$ cat config.mk
export PLATFORM = sky130hd
export DESIGN_NAME = ccff_loader
export DESIGN_NICKNAME = d
export VERILOG_FILES = /design/src/rtl/ccff_loader.sv
export SDC_FILE = /design/constraint.sdc
export NUM_CORES = 1
export LEC_CHECK = 0
export ABC_AREA = 1
export BUFFER_PORTS_ARGS = -buffer_cell sky130_fd_sc_hd__buf_2
export CORE_MARGIN = 4
export CORE_UTILIZATION = 40
export CTS_CLUSTER_DIAMETER = 200
export DETAILED_ROUTE_END_ITERATION = 8
export PLACE_DENSITY = 0.68
export SLEW_MARGIN = 30
export SYNTH_ARGS = -nofsm -noshare
export SYNTH_HDL_FRONTEND = slang
export SYNTH_SLANG_ARGS = --single-unit
$ cat constraint.sdc
create_clock -name clk -period 2.25 [get_ports clk]
set_clock_uncertainty 0.05 [all_clocks]
set_input_delay 0.45 -clock clk [delete_from_list [all_inputs] [get_ports clk]]
set_output_delay 0.45 -clock clk [all_outputs]
set_load 0.02 [all_outputs]
$ cat src/rtl/ccff_loader.sv
// Configuration-chain loader: splits bitstream words across NUM_CHAINS serial
// chains, shifting CHAIN_LEN bits into each, with optional tail read-back verify.
module ccff_loader #(
    parameter int NUM_CHAINS = 1,
    parameter int CHAIN_LEN  = 64,
    parameter int DATA_W     = 8
) (
    input  logic                  clk,
    input  logic                  pReset,
    input  logic                  start,
    input  logic                  verify,
    input  logic                  abort,
    input  logic [DATA_W-1:0]     data_in,
    input  logic                  data_valid,
    output logic                  data_ready,
    output logic [NUM_CHAINS-1:0] ccff_head,
    input  logic [NUM_CHAINS-1:0] ccff_tail,
    output logic                  prog_en,
    output logic                  busy,
    output logic                  done,
    output logic                  error
);

    localparam int SPW = DATA_W / NUM_CHAINS;
    localparam int CW  = $clog2(CHAIN_LEN + 1);
    localparam int WW  = $clog2(SPW + 1);

    if ((DATA_W % NUM_CHAINS) != 0 || NUM_CHAINS < 1 || NUM_CHAINS > 8 || CHAIN_LEN < 1) begin : g_bad_params
        $error("ccff_loader: illegal parameter combination");
    end

    typedef enum logic [1:0] {
        S_IDLE      = 2'd0,
        S_WAIT_WORD = 2'd1,
        S_SHIFT     = 2'd2,
        S_FINISH    = 2'd3
    } state_t;

    state_t                  state_q;
    logic [DATA_W-1:0]       buf_q;
    logic [NUM_CHAINS-1:0]   head_q;
    logic [CW-1:0]           tot_q;
    logic [WW-1:0]           wcnt_q;
    logic                    verify_q;
    logic                    data_ready_q;
    logic                    prog_en_q;
    logic                    busy_q;
    logic                    done_q;
    logic                    error_q;

    logic [CW-1:0]           tot_d;
    logic [WW-1:0]           wcnt_d;
    logic                    chain_end_d;
    logic                    word_end_d;
    logic                    mismatch_d;

    // Shift bookkeeping and tail comparison for the current SHIFT cycle.
    always_comb begin
        tot_d       = tot_q + CW'(1);
        wcnt_d      = wcnt_q + WW'(1);
        chain_end_d = (tot_q == CW'(CHAIN_LEN - 1));
        word_end_d  = (wcnt_q == WW'(SPW - 1));
        mismatch_d  = |(ccff_tail ^ head_q);
    end

    // Loader FSM; all outputs are registered alongside the state.
    always_ff @(posedge clk or posedge pReset) begin
        if (pReset) begin
            state_q      <= S_IDLE;
            buf_q        <= '0;
            head_q       <= '0;
            tot_q        <= '0;
            wcnt_q       <= '0;
            verify_q     <= 1'b0;
            data_ready_q <= 1'b0;
            prog_en_q    <= 1'b0;
            busy_q       <= 1'b0;
            done_q       <= 1'b0;
            error_q      <= 1'b0;
        end else begin
            done_q <= 1'b0;
            if (state_q != S_IDLE && abort) begin
                // Abort wins over everything; error is deliberately kept.
                state_q      <= S_IDLE;
                head_q       <= '0;
                data_ready_q <= 1'b0;
                prog_en_q    <= 1'b0;
                busy_q       <= 1'b0;
            end else begin
                case (state_q)
                    S_IDLE: begin
                        if (start) begin
                            state_q      <= S_WAIT_WORD;
                            busy_q       <= 1'b1;
                            error_q      <= 1'b0;
                            verify_q     <= verify;
                            tot_q        <= '0;
                            wcnt_q       <= '0;
                            data_ready_q <= 1'b1;
                        end else begin
                            state_q <= S_IDLE;
                        end
                    end
                    S_WAIT_WORD: begin
                        if (data_valid) begin
                            state_q      <= S_SHIFT;
                            head_q       <= data_in[NUM_CHAINS-1:0];
                            buf_q        <= data_in >> NUM_CHAINS;
                            wcnt_q       <= '0;
                            data_ready_q <= 1'b0;
                            prog_en_q    <= 1'b1;
                        end else begin
                            state_q <= S_WAIT_WORD;
                        end
                    end
                    S_SHIFT: begin
                        tot_q  <= tot_d;
                        wcnt_q <= wcnt_d;
                        if (chain_end_d) begin
                            state_q   <= S_FINISH;
                            head_q    <= '0;
                            prog_en_q <= 1'b0;
                            busy_q    <= 1'b0;
                            done_q    <= 1'b1;
                        end else if (word_end_d) begin
                            state_q      <= S_WAIT_WORD;
                            head_q       <= '0;
                            prog_en_q    <= 1'b0;
                            data_ready_q <= 1'b1;
                        end else begin
                            head_q <= buf_q[NUM_CHAINS-1:0];
                            buf_q  <= buf_q >> NUM_CHAINS;
                        end
                    end
                    S_FINISH: begin
                        state_q <= S_IDLE;
                    end
                    default: begin
                        state_q <= S_IDLE;
                    end
                endcase
            end
            // The chains shift on this edge even when aborting, so the compare still counts.
            if (state_q == S_SHIFT && verify_q && mismatch_d) begin
                error_q <= 1'b1;
            end
        end
    end

    assign data_ready = data_ready_q;
    assign ccff_head  = head_q;
    assign prog_en    = prog_en_q;
    assign busy       = busy_q;
    assign done       = done_q;
    assign error      = error_q;

endmodule

**Word level (Yosys, flattened, before mapping)**

Cells that the tools add are included.

- Register bits: 28
- Bits in latches: 0
- RAM bits: 0
- ROM bits: 0
- Input bits: 15
- Output and inout bits: 6
- Memories: 0

- $add $sub $neg: 2
- $mul: 0
- Divide/modulo/power cells: 0
- Magnitude comparators: 0
- Equal/unequal tests: 16
- Shift-type cells: 0
- Multiplexer cells: 41
- Bitwise operators: 2
- Reduce and logical (&&, ||, !) cells: 22

Operators with widths:

| kind | count |
|---|---|
| $mux W8 | 3 |
| $mux W1 | 23 |
| $pmux W8 S2 | 1 |
| $ne A3 B3 Y1 const B | 5 |
| $reduce_and A3 Y1 | 5 |
| $pmux W7 S2 | 1 |
| $pmux W4 S3 | 1 |
| $reduce_and A5 Y1 | 2 |
| $reduce_bool A2 Y1 | 5 |
| $reduce_bool A3 Y1 | 3 |
| $mux W2 | 4 |
| $mux W4 | 2 |
| $ne A2 B2 Y1 const B | 4 |
| $pmux W2 S4 | 1 |
| $add A7 B1 Y7 const B | 1 |
| $eq A7 B6 Y1 const B | 1 |
| $mux W7 | 1 |
| $pmux W1 S2 | 3 |
| $add A4 B1 Y4 const B | 1 |
| $eq A2 B2 Y1 const B | 2 |
| $eq A4 B3 Y1 const B | 1 |
| $ne A4 B4 Y1 const B | 1 |
| $reduce_and A4 Y1 | 1 |
| $reduce_bool A4 Y1 | 1 |
| other kinds (8) | 10 |

**Depth between registers and ports, before layout**

- Depth in word-level cells: 5
- Mapped depth: 10
- Depth with buffers taken out: 10

**Worst setup path before layout**

OpenSTA, ideal clock, no wires.

- Path kind: register -> register
- Start point: reg state_q[0]
- End point: reg buf_q[6]
- Arrival time: 1.387 ns
- Path slack: 0.696 ns
- Cell stages (with the launch flop): 10
- Buffers on the path: 0
- Clock period less this slack: 1.554 ns
- Path through: dfrtp_1 > inv_1 > ha_1 > inv_2 > nand2_4 > nand3_4 > a21oi_4 > nand2_4 > nand2_1 > nand2_1

- Cells in the longest elaborated chain, start to end: 4
- Elaborated cells on any way between the ends: 11

RTL lines:

| what | RTL line | RTL |
|---|---|---|
| from (decl) | 39 | `state_t state_q;` |
| from (signal assigned) | 69 | `state_q <= S_IDLE;` |
| from (signal assigned) | 84 | `state_q <= S_IDLE;` |
| from (signal assigned) | 93 | `state_q <= S_WAIT_WORD;` |
| branches (longest 4 deep; another with $reduce_and A5 Y1) | - |  |
| to (signal assigned) | 108 | `buf_q <= data_in >> NUM_CHAINS;` |
| to (signal assigned) | 132 | `buf_q <= buf_q >> NUM_CHAINS;` |
| to (decl) | 40 | `logic [DATA_W-1:0] buf_q;` |

Parallel ways; which one is timed is not known.
A chain may end at the register's enable or synchronous reset.

**Worst setup path after layout**

- Start point: reg state_q[0]
- End point: reg data_ready_q, in the netlist data_ready

- Cells in the longest elaborated chain, start to end: 4
- Elaborated cells on any way between the ends: 13

RTL lines:

| what | RTL line | RTL |
|---|---|---|
| $reduce_bool A2 Y1 | 82 | `if (state_q != S_IDLE && abort) begin` |
| $logic_and A1 B1 Y1 | 82 |  |
| $ne A3 B3 Y1 (no line) or $reduce_bool A4 Y1 (tied branches) | - |  |
| $reduce_and A5 Y1 (no line) | - |  |
| to (signal assigned) | 75 | `data_ready_q <= 1'b0;` |
| to (signal assigned) | 86 | `data_ready_q <= 1'b0;` |
| to (signal assigned) | 99 | `data_ready_q <= 1'b1;` |
| to (decl) | 45 | `logic data_ready_q;` |

Parallel ways exist; a longest one is shown, timed or not.

==> run_results.csv <==
group,metric,value,unit
worst_setup_path,arrival,1910,ps
placed_design,preCtsSetupSlack,479,ps
clocking,cts_tree,"yes",
timing,fmax,0.560,GHz
die,design.core.area,3800,um^2
final_layout,drive_above_1_share,18.2,%
routing,drc,0,
timing,fin_tns_setup,0,ps
synth,synth_top_area_share,41.3,%
routing,via_per_inst,4.82,
timing,setup_viol,0,
routing,wirelength,3370,um
synth,netlist_area,1640,um^2
routing,vias,1423,
final_layout,final_nets,269,
worst_setup_path,max_stage_delay,420,ps
worst_setup_path,reg2reg_slack,460,ps
die,io_pins,21,
final_layout,insertedDiodeCount,0,
worst_setup_path,end_kind,"flip-flop",
timing,fin_crit_sh,79.4,%
synth,yosysUniqueCellTypes,25,
worst_setup_path,critPathLaunch,"state_q[0]",
clocking,cts-root-buf,"clkbuf_8",
synth,ys_ff_latch,27,
worst_setup_path,slowest_stage,"dfrtp_1",
worst_setup_path,cp_data_required_time,2380,ps
grt,grt_pass1_vias,1352,
clocking,clkLatencyLatePin,270,ps
routing,wire_per_inst,11.4,um
placed_design,place.gp.congestion,0.894,
clocking,cts_sinks,27,
clocking,cts_buffer_depth,2,
worst_setup_path,reg2reg_depth,8,
die,rows,22,
worst_setup_path,r2r_end,"data_ready",
routing,initialDrtViolationCount,126,
grt,antenna_found_initial,0,
worst_setup_path,worstPathCellList,"inv_1 > ha_1 > buf_4 > nand2_1 > inv_2 > nand2_1 > nand4_1 > nand2_1",
die,die_w,72.0,um
timing,rsz0062_at_grt,"false",
worst_setup_path,timing.rr.start,"state_q[0]",
pwr,power_leakage,1.03,nW
grt,grt_overflow,0,
timing,slew_headroom,69.4,%
die,dieArea,5180,um^2
grt,grtUsageTotal,14.0,%
run,drv_cap,0,
synth,ys_warn_count,0,
clocking,cts.repair.resized,0,
pwr,powerDensity,982,nW/um^2
routing,drtPass1Iterations,4,
clocking,tritoncts.num_buffers,3,
timing,slew_viol_final,0,
clocking,htree_levels,1,
pwr,peakVddDrop,0.568,mV
die,start_util,43.1,%
grt,grt_pass1_wl,5910,um
timing,period_minus_slack,1790,ps
worst_setup_path,start_kind,"flip-flop",
timing,final.setup.worst_slack,463,ps
synth,yosys-top-cells-area,"dfrtp_1 41%, nand2_1 20%, nand3_1 5.8%",
hold_path,hp-class,"in -> async",
clocking,ctsHoldBuffers,0,
worst_setup_path,cpMostUsedCell,"nand2_1",
synth,synth_nets,244,
worst_setup_path,crit_buf_inv,3,
placed_design,numPortBuffers,20,
final_layout,syn2layout_area_growth,12.9,%
worst_setup_path,path_max_fanout,16,
worst_setup_path,crit_family,"buffers and inverters",
timing,hold_viol_final,0,
worst_setup_path,crit_type,"reg -> reg",
die,die_h,72.0,um
synth,yosysTopAreaCell,"dfrtp_1",
clocking,post_cts_buffers,0,
synth,seq_area_frac_synth,41.3,%
synth,synth.avg_cell_area,7.34,um^2
grt,grt_max_degree,28,
routing,ant_nets,0,
timing,worst_slew_pin_slew,456,ps
status,status,"finished clean",
synth,synth_cells,223,
clocking,clk_pin_slew,100,ps
placed_design,place_hpwl,2530,um
how the worst max path moves through the flow:
stage                 endpoint  slack, ps  cells past startpoint
floorplan             buf_q[6]        700                      9
global placement     wcnt_q[2]        510                      8
detailed placement    buf_q[2]        480                      9
CTS                 data_ready        470                      8
global route          buf_q[0]        270                      9
finish              data_ready        460                      8
cell usage after synthesis:
cell type   n
a21oi_1     5
a21oi_4     1
a31o_2      1
buf_2       1
buf_4       1
dfrtp_1    27
ha_1        6
inv_1      23
inv_2       6
nand2_1    86
nand2_2     3
nand2_4     3
nand3_1    19
nand3_2     1
nand3_4     1
nand3b_1    1
nand4_1     7
nor2_1     13
nor2_2      1
nor2_8      1
nor3_2      1
o21ai_0    10
o21ai_1     3
o21bai_1    1
xnor2_1     1
report_power, final:
group          total (W)  leakage, nW  switching [W]  internal, W
sequential      0.000690        0.355      0.0000790     0.000611
clock           0.000280       0.0217       0.000154     0.000126
combinational   0.000846        0.650       0.000558     0.000288
per-stage QoR:
stage / total power, W / utilization [%] / cells / hold WS (ps) / area [um^2]
2_1_floorplan: 0.00135 / - / 223 / 392 / 1640
3_3_place_gp: 0.00154 / 47.4 / 291 / 405 / 1800
3_5_place_dp: 0.00154 / 47.4 / 291 / 404 / 1800
4_1_cts: 0.00183 / 48.7 / 295 / 175 / 1850
5_1_grt: 0.00198 / 48.7 / 295 / 194 / 1850
6_report: 0.00182 / 48.7 / 295 / 163 / 1850
layer usage:
metal | global-route usage (%) | wire (um) | vias up
met5 | 0 | 0 | -
met4 | 3.13 | 25 | 0
met3 | 2.91 | 127 | 2
met2 | 23.1 | 1540 | 25
met1 | 19.0 | 1680 | 648
li1 | - | - | 748
sequential cells by signal, indices dropped and copies added (netlist names):
signal      flops
buf_q           7
tot_q           7
wcnt_q          4
state_q         2
busy            1
ccff_head       1
data_ready      1
done            1
error           1
prog_en         1
verify_q        1
tightest hold or removal path: stages:
cell and delay, ps:
buf_2 90, inv_1 40, buf_4 320
cell type report:
type,instances,area (um^2)
clock inverters,1,7.51
inverters,29,109
flip-flops and latches,27,676
fillers,379,1950
clock buffers,3,41.3
well taps,48,60.1
repair buffers,22,115
multi-input cells,165,841
cells in the final DEF (no fill, tap or decap), types with 2 or more instances in the layout:
| master | instances |
|---|---|
| buf_2 | 20 |
| ha_1 | 6 |
| inv_2 | 6 |
| clkbuf_8 | 3 |
| o21ai_0 | 10 |
| o21ai_1 | 3 |
| a21oi_1 | 5 |
| nor2_1 | 13 |
| nand4_1 | 7 |
| dfrtp_1 | 27 |
| nand2_4 | 3 |
| inv_1 | 23 |
| nand2_1 | 86 |
| nand3_1 | 19 |
| nand2_2 | 3 |
| buf_4 | 2 |
logic make-up (layout without fill, tap and decap cells):
logic type | after synthesis | count (layout) | share of synthesized area, %
and+or+nand+nor | 137 | 137 | 38.7
buffers and inverters | 31 | 55 | 7.41
DFF | 27 | 27 | 41.3
AOI/OAI and AO/OA | 21 | 21 | 7.49
adders and majority gates | 6 | 6 | 4.58
xor gates and xnor gates | 1 | 1 | 0.535
Note: power is estimated with default switching activity, not from simulation.
